File: src/rtl/sha2_host_ctrl.sv
// Host-side requester for the single-block SHA-256 wrapper: packs a byte stream, issues the start command, streams the digest out.
// Optional watchdog: define SHA2_HOST_TIMEOUT_EN to abandon a hash after TIMEOUT_CYCLES waiting cycles.
module sha2_host_ctrl #(
  parameter int MAX_BYTES      = 55,
  parameter int TIMEOUT_CYCLES = 1024
) (
  input  logic         clock,
  input  logic         reset,
  input  logic [7:0]   in_data,
  input  logic         in_valid,
  input  logic         in_last,
  output logic         in_ready,
  output logic [31:0]  out_data,
  output logic         out_valid,
  output logic         out_last,
  input  logic         out_ready,
  output logic         busy,
  output logic         error,
  output logic [447:0] sha2_plaintext,
  output logic [66:0]  sha2_csr,
  input  logic [2:0]   sha2_status,
  input  logic         sha2_csr_update,
  input  logic         sha2_regwrite,
  input  logic [255:0] sha2_digest
);

  localparam int CW = $clog2(MAX_BYTES + 1);

  localparam logic [2:0] S_IDLE      = 3'd0;
  localparam logic [2:0] S_LOAD      = 3'd1;
  localparam logic [2:0] S_DRAIN     = 3'd2;
  localparam logic [2:0] S_START     = 3'd3;
  localparam logic [2:0] S_WAIT_BUSY = 3'd4;
  localparam logic [2:0] S_WAIT_DONE = 3'd5;
  localparam logic [2:0] S_OUT       = 3'd6;

  logic [2:0]    r_state;
  logic [CW-1:0] r_count;
  logic [447:0]  r_plaintext;
  logic [255:0]  r_digest;
  logic [2:0]    r_wordIdx;
  logic          r_error;

  logic          w_lenActive;
  logic [63:0]   w_lenBits;
  logic [7:0]    w_wordBase;
  logic          w_busyUpd;
  logic          w_doneUpd;

  // in_ready is gated by reset so it reads 0 while reset is held low
  assign in_ready    = reset && (r_state == S_IDLE || r_state == S_LOAD || r_state == S_DRAIN);
  assign w_lenActive = (r_state == S_START) || (r_state == S_WAIT_BUSY) ||
                       (r_state == S_WAIT_DONE) || (r_state == S_OUT);
  assign w_lenBits   = 64'(r_count) << 3;
  assign sha2_csr    = w_lenActive ? {w_lenBits, (r_state == S_START), 2'b00} : '0;
  assign sha2_plaintext = r_plaintext;

  // Word k sits at bit offset (7-k)*32, and for a 3-bit index 7-k is just ~k
  assign w_wordBase = {~r_wordIdx, 5'b0};
  assign out_data   = r_digest[w_wordBase +: 32];
  assign out_valid  = (r_state == S_OUT);
  assign out_last   = (r_state == S_OUT) && (r_wordIdx == 3'd7);
  assign busy       = (r_state != S_IDLE);
  assign error      = r_error;

  assign w_busyUpd = sha2_csr_update && (sha2_status == 3'd2);
  assign w_doneUpd = sha2_csr_update && (sha2_status == 3'd1);

`ifdef SHA2_HOST_TIMEOUT_EN
  logic [31:0] r_timer;
`endif

  always_ff @(posedge clock) begin
    if (!reset) begin
      r_state     <= S_IDLE;
      r_count     <= '0;
      r_plaintext <= '0;
      r_digest    <= '0;
      r_wordIdx   <= '0;
      r_error     <= 1'b0;
`ifdef SHA2_HOST_TIMEOUT_EN
      r_timer     <= '0;
`endif
    end else begin
      case (r_state)
        S_IDLE: begin
          if (in_valid) begin
            r_plaintext <= {440'b0, in_data};
            r_count     <= CW'(1);
            r_error     <= 1'b0;
            r_state     <= in_last ? S_START : S_LOAD;
          end else if (in_last) begin
            r_plaintext <= '0;
            r_count     <= '0;
            r_state     <= S_START;
          end
        end
        S_LOAD: begin
          if (in_valid) begin
            if (r_count == CW'(MAX_BYTES)) begin
              r_error     <= 1'b1;
              r_plaintext <= '0;
              r_count     <= '0;
              r_state     <= in_last ? S_IDLE : S_DRAIN;
            end else begin
              r_plaintext <= {r_plaintext[439:0], in_data};
              r_count     <= r_count + CW'(1);
              if (in_last) r_state <= S_START;
            end
          end
        end
        S_DRAIN: begin
          if (in_valid && in_last) r_state <= S_IDLE;
        end
        S_START: r_state <= S_WAIT_BUSY;
        S_WAIT_BUSY: begin
          if (w_busyUpd) r_state <= S_WAIT_DONE;
        end
        S_WAIT_DONE: begin
          if (sha2_regwrite) r_digest <= sha2_digest;
          if (w_doneUpd) r_state <= S_OUT;
        end
        S_OUT: begin
          if (out_ready) begin
            if (r_wordIdx == 3'd7) begin
              r_state     <= S_IDLE;
              r_wordIdx   <= '0;
              r_plaintext <= '0;
              r_count     <= '0;
            end else begin
              r_wordIdx <= r_wordIdx + 3'd1;
            end
          end
        end
        default: r_state <= S_IDLE;
      endcase

`ifdef SHA2_HOST_TIMEOUT_EN
      // Placed after the case so an expiry overrides any transition taken this cycle
      if (r_state == S_WAIT_BUSY || r_state == S_WAIT_DONE) begin
        if (r_timer == 32'(TIMEOUT_CYCLES - 1)) begin
          r_error     <= 1'b1;
          r_state     <= S_IDLE;
          r_plaintext <= '0;
          r_count     <= '0;
          r_timer     <= '0;
        end else begin
          r_timer <= r_timer + 32'd1;
        end
      end else begin
        r_timer <= '0;
      end
`endif
    end
  end

endmodule

File: config.mk
export PLATFORM = sky130hd
export DESIGN_NAME = sha2_host_ctrl
export DESIGN_NICKNAME = d
export VERILOG_FILES = /design/src/rtl/sha2_host_ctrl.sv
export SDC_FILE = /design/constraint.sdc
export NUM_CORES = 1
export LEC_CHECK = 0
export BUFFER_PORTS_ARGS = -buffer_cell sky130_fd_sc_hd__buf_2
export CAP_MARGIN = 20
export CORE_AREA = 5 5 315 317
export CTS_CLUSTER_SIZE = 16
export DETAILED_ROUTE_END_ITERATION = 8
export DIE_AREA = 0 0 320 322
export GPL_TIMING_DRIVEN = 0
export PLACE_DENSITY = 0.53
export SLEW_MARGIN = 5
export SYNTH_ARGS = -nofsm -noshare
export SYNTH_HDL_FRONTEND = slang
export SYNTH_SLANG_ARGS = --single-unit
export TNS_END_PERCENT = 50
File: constraint.sdc
create_clock -name clock -period 3.1 [get_ports clock]
set_input_delay 0.155 -clock clock [delete_from_list [all_inputs] [get_ports clock]]
set_output_delay 0.155 -clock clock [all_outputs]
set_load 0.005 [all_outputs]
==> results of run 1 <==
==> report_power, final <==
| group | leakage [nW] | total [mW] | switching, mW | internal, mW |
|---|---|---|---|---|
| logic | 8.47 | 5.52 | 4.19 | 1.33 |
| clock network | 1.37 | 10.2 | 4.08 | 6.14 |
| registers | 5.77 | 9.42 | 0.105 | 9.31 |
| total | 15.6 | 25.2 | 8.38 | 16.8 |
==> cell usage in the layout, fill, tap and decap left out, types with 8 or more instances in the layout <==
cell | Yosys | routed
dfxtp_1 | 717 | 717
conb_1 | 1 | 60
buf_1 | 31 | 27
nor2b_1 | 8 | 8
buf_2 | 109 | 867
clkbuf_8 | 0 | 19
a32o_1 | 8 | 8
clkbuf_16 | 0 | 83
clkbuf_1 | 227 | 239
a21oi_1 | 703 | 703
dlygate4sd3_1 | 0 | 270
bufinv_16 | 0 | 9
nand4_1 | 442 | 442
buf_4 | 66 | 71
o21ai_0 | 444 | 444
clkbuf_2 | 33 | 40
diode_2 | 0 | 18
mux4_2 | 64 | 64
nand2_1 | 525 | 525
mux2_2 | 32 | 32
==> area by class of cell <==
| class | count | area, sq um |
|---|---|---|
| fillers | 9816 | 55200 |
| flip-flops and latches | 717 | 14400 |
| multi-input cells | 2350 | 13200 |
| repair buffers | 1034 | 6540 |
| clock buffers | 120 | 2410 |
| plain buffers | 468 | 2240 |
| well taps | 1276 | 1600 |
| clock inverters | 26 | 418 |
| diodes | 18 | 45.0 |
| inverters | 6 | 22.5 |
==> sequential cells by signal, indices dropped and copies added, names as in the netlist <==
signal and count:
r_wordIdx 3, r_state 3, error 1, sha2_plaintext 448, r_digest 256, r_count 6
==> critical path: cells and delay by family, from the launching register on <==
family | cells | cell delay, ns
buffers and inverters | 3 | 0.78
flip-flops | 1 | 0.41
multiplexers | 2 | 0.98
==> worst max-delay path by stage <==
stage,endpoint,cells past startpoint
floorplan,out_data[10],3
global placement,sha2_plaintext[445],8
detailed placement,sha2_plaintext[445],8
CTS,out_data[28],5
global route,out_data[28],5
finish,out_data[27],5
==> per-layer routing <==
| layer | up-vias | routed length (microns) | global-route usage, % |
|---|---|---|---|
| met4 | 18 | 6910 | 11.5 |
| met3 | 353 | 11000 | 5.86 |
| met1 | 15300 | 57700 | 32.7 |
| met5 | - | 117 | 0 |
| li1 | 14900 | - | - |
| met2 | 1339 | 62000 | 39.7 |
==> what timing repair did <==
item | in CTS | in global routing
cloned | 0 | 0
hold buffers | 270 | 0
gates resized for setup | 11 | 11
setup endpoints to repair | 135 | 29
hold endpoints to repair | 271 | 0
==> cells by family (layout without fill, tap and decap cells) <==
kind of cell    count (synthesis)  in the layout
compound gates               1183           1183
xor+xnor                        1              1
fa+ha+maj                       3              3
buf+inv                       475           1654
flops                         717            717
mux                            96             96
other cells                     1             78
simple gates                 1007           1007
==> per-stage QoR <==
step / TNS (ns) / total power, mW / hold slack, ns / util (%) / instance area, sq um
after floorplan: 0 / 12.8 / 0.281 / - / 29700
after global placement: -11.23 / 14.7 / 0.368 / 36.6 / 35100
after detailed placement: -3.20 / 14.7 / 0.370 / 36.6 / 35200
after CTS: 0 / 25.2 / 0.0450 / 42.4 / 40700
after global routing: 0 / 26.1 / 0.163 / 42.4 / 40700
final: 0 / 25.2 / 0.143 / 42.5 / 40800
==> Yosys cell counts, types with 6 or more instances <==
| master | count | area (sq um) |
|---|---|---|
| dfxtp_1 | 717 | 14400 |
| a21oi_1 | 703 | 3520 |
| nand2_1 | 525 | 1970 |
| o21ai_0 | 444 | 2220 |
| nand4_1 | 442 | 2770 |
| clkbuf_1 | 227 | 852 |
| buf_2 | 109 | 546 |
| buf_4 | 66 | 495 |
| mux4_2 | 64 | 1440 |
| clkbuf_2 | 33 | 165 |
| mux2_2 | 32 | 360 |
| buf_1 | 31 | 116 |
| a32o_1 | 8 | 80.1 |
| nor2b_1 | 8 | 50.1 |
| nor2_1 | 7 | 26.3 |
| nand3_1 | 6 | 30.0 |
==> impl_metrics.csv, run 1 <==
group,metric,value,unit
synthesis,synth-edff-count,0,
synthesis,ys_ff_latch,717,
clock_tree,clk_latency,0.64,ns
pwr,leakagePower,15.6,nW
timing,setup_violations,0,
setup_path,critPathCaptureType,"output port",
timing,final_hold_viol_count,0,
route,vias,31900,
setup_path,cpMaxStageDelayCell,"mux4_2",
clock_tree,cts_setup_buffers,0,
global_route,grt_pass1_vias,30800,
floorplan,rows,114,
setup_path,worstReg2RegEnd,"sha2_plaintext[268]",
place,post-dp-hpwl,104000,microns
global_route,antenna_found_initial,27,
synthesis,synth_compound_area_share,20.7,%
synthesis,ys_seq_area_share,48.6,%
synthesis,synth_area_per_cell,8.47,sq um
clock_tree,clockBufferDepth,3,
clock_tree,clk_pin_slew,0.06,ns
synthesis,muxShareOfSynthArea,6.11,%
route,ant_nets,0,
floorplan,die_h,322,microns
place,dp_cells,5582,
flow_run,max_cap_viol_count,0,
timing,clock_skew,0.0227,ns
min_path,hp-class,"input port to flip-flop",
setup_path,critical_path_class,"flip-flop to output port",
timing,post-route-period-util,95.6,%
route,wl,138000,microns
setup_path,r2r_start,"r_wordIdx[0]",
place,pre_cts_ws,-0.290,ns
synthesis,ys.flop_type,"dfxtp_1",
timing,fin_crit,2.96,ns
global_route,grt_max_degree,14,
setup_path,rr_worst_depth,9,
min_path,min_from,"sha2_csr_update",
timing,slew_headroom,32.5,%
place,place.gp.congestion,0.907,
finish,area_growth,38.2,%
synthesis,yosys.area_share.simple,16.9,%
setup_path,slowest_delay,0.65,ns
synthesis,synth_cell_type_count,54,
global_route,gr-total-overflow,0,
timing,worst-slew-pin-transition,1.01,ns
setup_path,crit_arrival,2.81,ns
route,dr.pass1.iters,5,
floorplan,ios,826,
clock_tree,htreeDepth,3,
global_route,globalRouteTotalUtil,25.1,%
status,outcome,"finished clean",
synthesis,synthAdderAreaFrac,0.127,%
synthesis,netlist_instances,3483,
clock_tree,cts.sinks,717,
pwr,power.density,617,mW/mm^2
synthesis,synthesis.area,0.0295,sq mm
synthesis,async_reset_ff_share,0,%
clock_tree,cts_tree,"yes",
route,drtIter0Drc,2667,
route,wl_per_cell,22.9,microns
synthesis,synth_top_family_by_area,"compound AO/OA/AOI/OAI gates",
setup_path,cp_data_required_time,2.94,ns
synthesis,yosysWarnings,0,
timing,fmax,337,MHz
finish,drive_above_1_share,25.8,%
floorplan,die_width,320,microns
clock_tree,numCtsBuffers,82,
timing,rsz0062_at_grt,"no",
timing,report.final.slew_viol_count,0,
global_route,grt_pass1_wl,200000,microns
setup_path,start_kind,"flip-flop",
finish,fin_cells,6015,
floorplan,start_util,30.7,%
timing,layout_setup_ws,0.136,ns
floorplan,dieArea,0.103,sq mm
setup_path,rrSetupSlack,0.23,ns
place,port_buffers,763,
finish,nNetsFinal,4936,
route,via_per_inst,5.30,
setup_path,worstPathCellList,"clkbuf_4 -> buf_4 -> mux4_2 -> mux2_2 -> buf_2",
clock_tree,root_buffer,"clkbuf_16",
floorplan,coreArea,0.0960,sq mm
min_path,hold_path_depth,5,
pwr,ir_drop,0.370,mV
setup_path,cp_max_fo,10,
synthesis,synthXorXnorAreaFrac,0.0297,%
min_path,holdPathEnd,"r_state[1]",
setup_path,startpoint,"r_wordIdx[0]",
route,drc,0,
Note: power is estimated with default switching activity, not from simulation.
==> run 2: changes to the inputs <==
--- a/config.mk
+++ b/config.mk
@@ -5,12 +5,13 @@
 export SDC_FILE = /design/constraint.sdc
 export NUM_CORES = 1
 export LEC_CHECK = 0
+export ABC_AREA = 1
 export BUFFER_PORTS_ARGS = -buffer_cell sky130_fd_sc_hd__buf_2
 export CAP_MARGIN = 20
-export CORE_AREA = 5 5 315 317
+export CORE_AREA = 5 5 318 320
 export CTS_CLUSTER_SIZE = 16
 export DETAILED_ROUTE_END_ITERATION = 8
-export DIE_AREA = 0 0 320 322
+export DIE_AREA = 0 0 323 325
 export GPL_TIMING_DRIVEN = 0
 export PLACE_DENSITY = 0.53
 export SLEW_MARGIN = 5
==> impl_metrics.csv, run 2 <==
group,metric,value,unit
status,outcome,"finished clean",
setup_path,cp_max_fo,10,
finish,area_growth,36.8,%
place,post-dp-hpwl,104000,microns
route,wl_per_cell,18.8,microns
floorplan,die_width,323,microns
route,dr.pass1.iters,8,
setup_path,start_kind,"flip-flop",
clock_tree,cts_setup_buffers,0,
timing,setup_violations,0,
synthesis,muxShareOfSynthArea,0,%
place,place.gp.congestion,0.921,
setup_path,critPathCaptureType,"output port",
route,vias,33400,
timing,fin_crit,3.08,ns
clock_tree,clk_pin_slew,0.06,ns
finish,largest_reg_flops,448,
synthesis,synthAdderAreaFrac,0.122,%
flow_run,max_cap_viol_count,0,
clock_tree,cts_tree,"yes",
clock_tree,numCtsBuffers,86,
timing,slew_headroom,36.8,%
setup_path,critical_path_class,"flip-flop to output port",
synthesis,synth_top_area_cell,"dfxtp_1",
timing,clock_skew,0.0225,ns
synthesis,async_reset_ff_share,0,%
global_route,grt_pass1_wl,197000,microns
synthesis,yosys.area_share.simple,29.6,%
clock_tree,htreeDepth,3,
timing,final_hold_viol_count,0,
setup_path,crit_arrival,2.92,ns
synthesis,netlist_instances,4632,
synthesis,ys_ff_latch,717,
route,via_per_inst,4.65,
global_route,grt_pass1_vias,31400,
floorplan,rows,115,
timing,rsz0062_at_grt,"yes",
setup_path,worstReg2RegEnd,"sha2_plaintext[356]",
route,ant_nets,0,
setup_path,crit_end,"out_data[20]",
floorplan,ios,826,
synthesis,synth_top_area_share,46.8,%
synthesis,synth_most_common_cell,"nand2_1",
route,drtIter0Drc,2512,
clock_tree,clockBufferDepth,3,
global_route,globalRouteTotalUtil,24.5,%
timing,fin_setup_tns,0,ns
route,drc,0,
synthesis,ys.flop_type,"dfxtp_1",
finish,final_cell_mix,"nand2_1, nor2_1, buf_2",
finish,layout_commonest_cell,"nand2_1",
pwr,ir_drop,0.679,mV
setup_path,rr_worst_depth,12,
global_route,antenna_found_initial,9,
timing,worst-slew-pin-transition,0.949,ns
pwr,leakagePower,20.1,nW
floorplan,dieArea,0.105,sq mm
synthesis,synthXorXnorAreaFrac,0,%
floorplan,coreArea,0.0978,sq mm
min_path,hp-class,"input port to flip-flop",
pwr,p_total,42.6,mW
synthesis,synth_top_family_by_area,"simple AND/OR/NAND/NOR gates",
clock_tree,cts.sinks,717,
place,port_buffers,764,
setup_path,rrSetupSlack,0.38,ns
global_route,grt_max_degree,13,
timing,post-route-period-util,99.4,%
synthesis,synthesis.area,0.0307,sq mm
clock_tree,root_buffer,"clkbuf_16",
route,wl,135000,microns
finish,drive_above_1_share,19.3,%
clock_tree,clk_latency,0.66,ns
finish,design_area,0.0420,sq mm
synthesis,synth_cell_type_count,27,
synthesis,synth_area_per_cell,6.62,sq um
setup_path,startpoint,"r_wordIdx[0]",
synthesis,synthTopCellsByArea,"dfxtp_1, nand2_1, nor2_1, a21oi_1, o21ai_0",
finish,nNetsFinal,6089,
timing,fmax,325,MHz
synthesis,synth_compound_area_share,13.6,%
floorplan,die_h,325,microns
place,placed_area,0.0363,sq mm
timing,hold_ws,0.107,ns
setup_path,r2r_start,"r_state[0]",
synthesis,yosysWarnings,0,
synthesis,ys_seq_area_share,46.8,%
finish,fill_cells,10600,
synthesis,synth-edff-count,0,
synthesis,synth_common_cells,"nand2_1, nor2_1, dfxtp_1, a21oi_1, o21ai_0",
pwr,power.density,1020,mW/mm^2
finish,final_core_util,42.9,%
timing,report.final.slew_viol_count,0,
global_route,gr-total-overflow,0,
floorplan,start_util,31.4,%
setup_path,cp_data_required_time,2.94,ns
run 2: changes by cell type after synthesis, moves of 21 or more:
| cell | before | now |
|---|---|---|
| a21oi_1 | 703 | 393 |
| a31oi_1 | 2 | 32 |
| buf_1 | 31 | 7 |
| buf_4 | 66 | 87 |
| clkbuf_1 | 227 | 190 |
| clkbuf_2 | 33 | 0 |
| inv_1 | 5 | 283 |
| mux2_2 | 32 | 0 |
| mux4_2 | 64 | 0 |
| nand2_1 | 525 | 1435 |
| nand4_1 | 442 | 1 |
| nor2_1 | 7 | 953 |
| o21ai_0 | 444 | 390 |
run 2: metrics by stage:
step,std cells,setup slack (ns)
6_report,7170,0.0201
5_1_grt,7165,-0.0402
4_1_cts,7162,0.0184
3_5_place_dp,6742,-0.0947
3_3_place_gp,6742,-0.120
2_1_floorplan,4691,1.39
run 2: report_power, final:
group / switching [mW] / leakage [nW] / total, mW / internal (mW)
combinational: 12.7 / 12.8 / 19.5 / 6.78
sequential: 1.60 / 5.86 / 12.9 / 11.3
clock: 4.14 / 1.40 / 10.2 / 6.06
total: 18.5 / 20.1 / 42.6 / 24.2
run 2: layer usage:
layer  vias to the layer above  routed length [microns]  global-route usage [%]
met5                         -                       34                       0
met3                       365                    11800                    7.65
met2                      1206                    61500                    40.2
met1                     15200                    54200                    29.3
li1                      16600                        -                       -
met4                         6                     7390                    11.4
run 2: logic make-up (layout without fill, tap and decap cells):
logic type | count (synthesis) | in the layout
compound gates | 821 | 821
fa+ha+maj | 3 | 3
buf+inv | 681 | 1866
flops | 717 | 717
other cells | 1 | 67
simple gates | 2409 | 2409
run 2: worst min-delay path by stage:
stage,start,endpoint,cells past startpoint
global route,sha2_status[0],r_state[1],7
global placement,r_digest[245],r_digest[245],2
CTS,sha2_csr_update,r_state[1],7
detailed placement,r_digest[231],r_digest[231],2
floorplan,in_valid,error,2
finish,sha2_status[0],r_state[1],7
run 2: repair_timing:
action	in CTS	in global routing
hold endpoints to repair	270	0
resized for setup	33	12
hold buffers	268	0
endpoints found under the setup margin	37	14
pin swaps	2	1
run 2: layout make-up:
class	count	area (sq um)	area share (%)
clock inverter	28	324	0.772
sequential	717	14400	34.2
multi-input combinational	3293	13600	32.4
clock buffer	124	2490	5.93
antenna	7	17.5	0.0417
timing repair buffer	1033	6520	15.5
tap	1287	1610	3.84
buffer	395	2010	4.78
inverter	286	1070	2.56
run 2: worst max-delay path: stages, from the launching register on:
cell	delay, ns
dfxtp_2	0.45
inv_1	0.17
clkbuf_1	0.25
o21ai_0	0.63
nand2_1	0.18
nor2_2	0.32
a31oi_1	0.09
buf_2	0.19
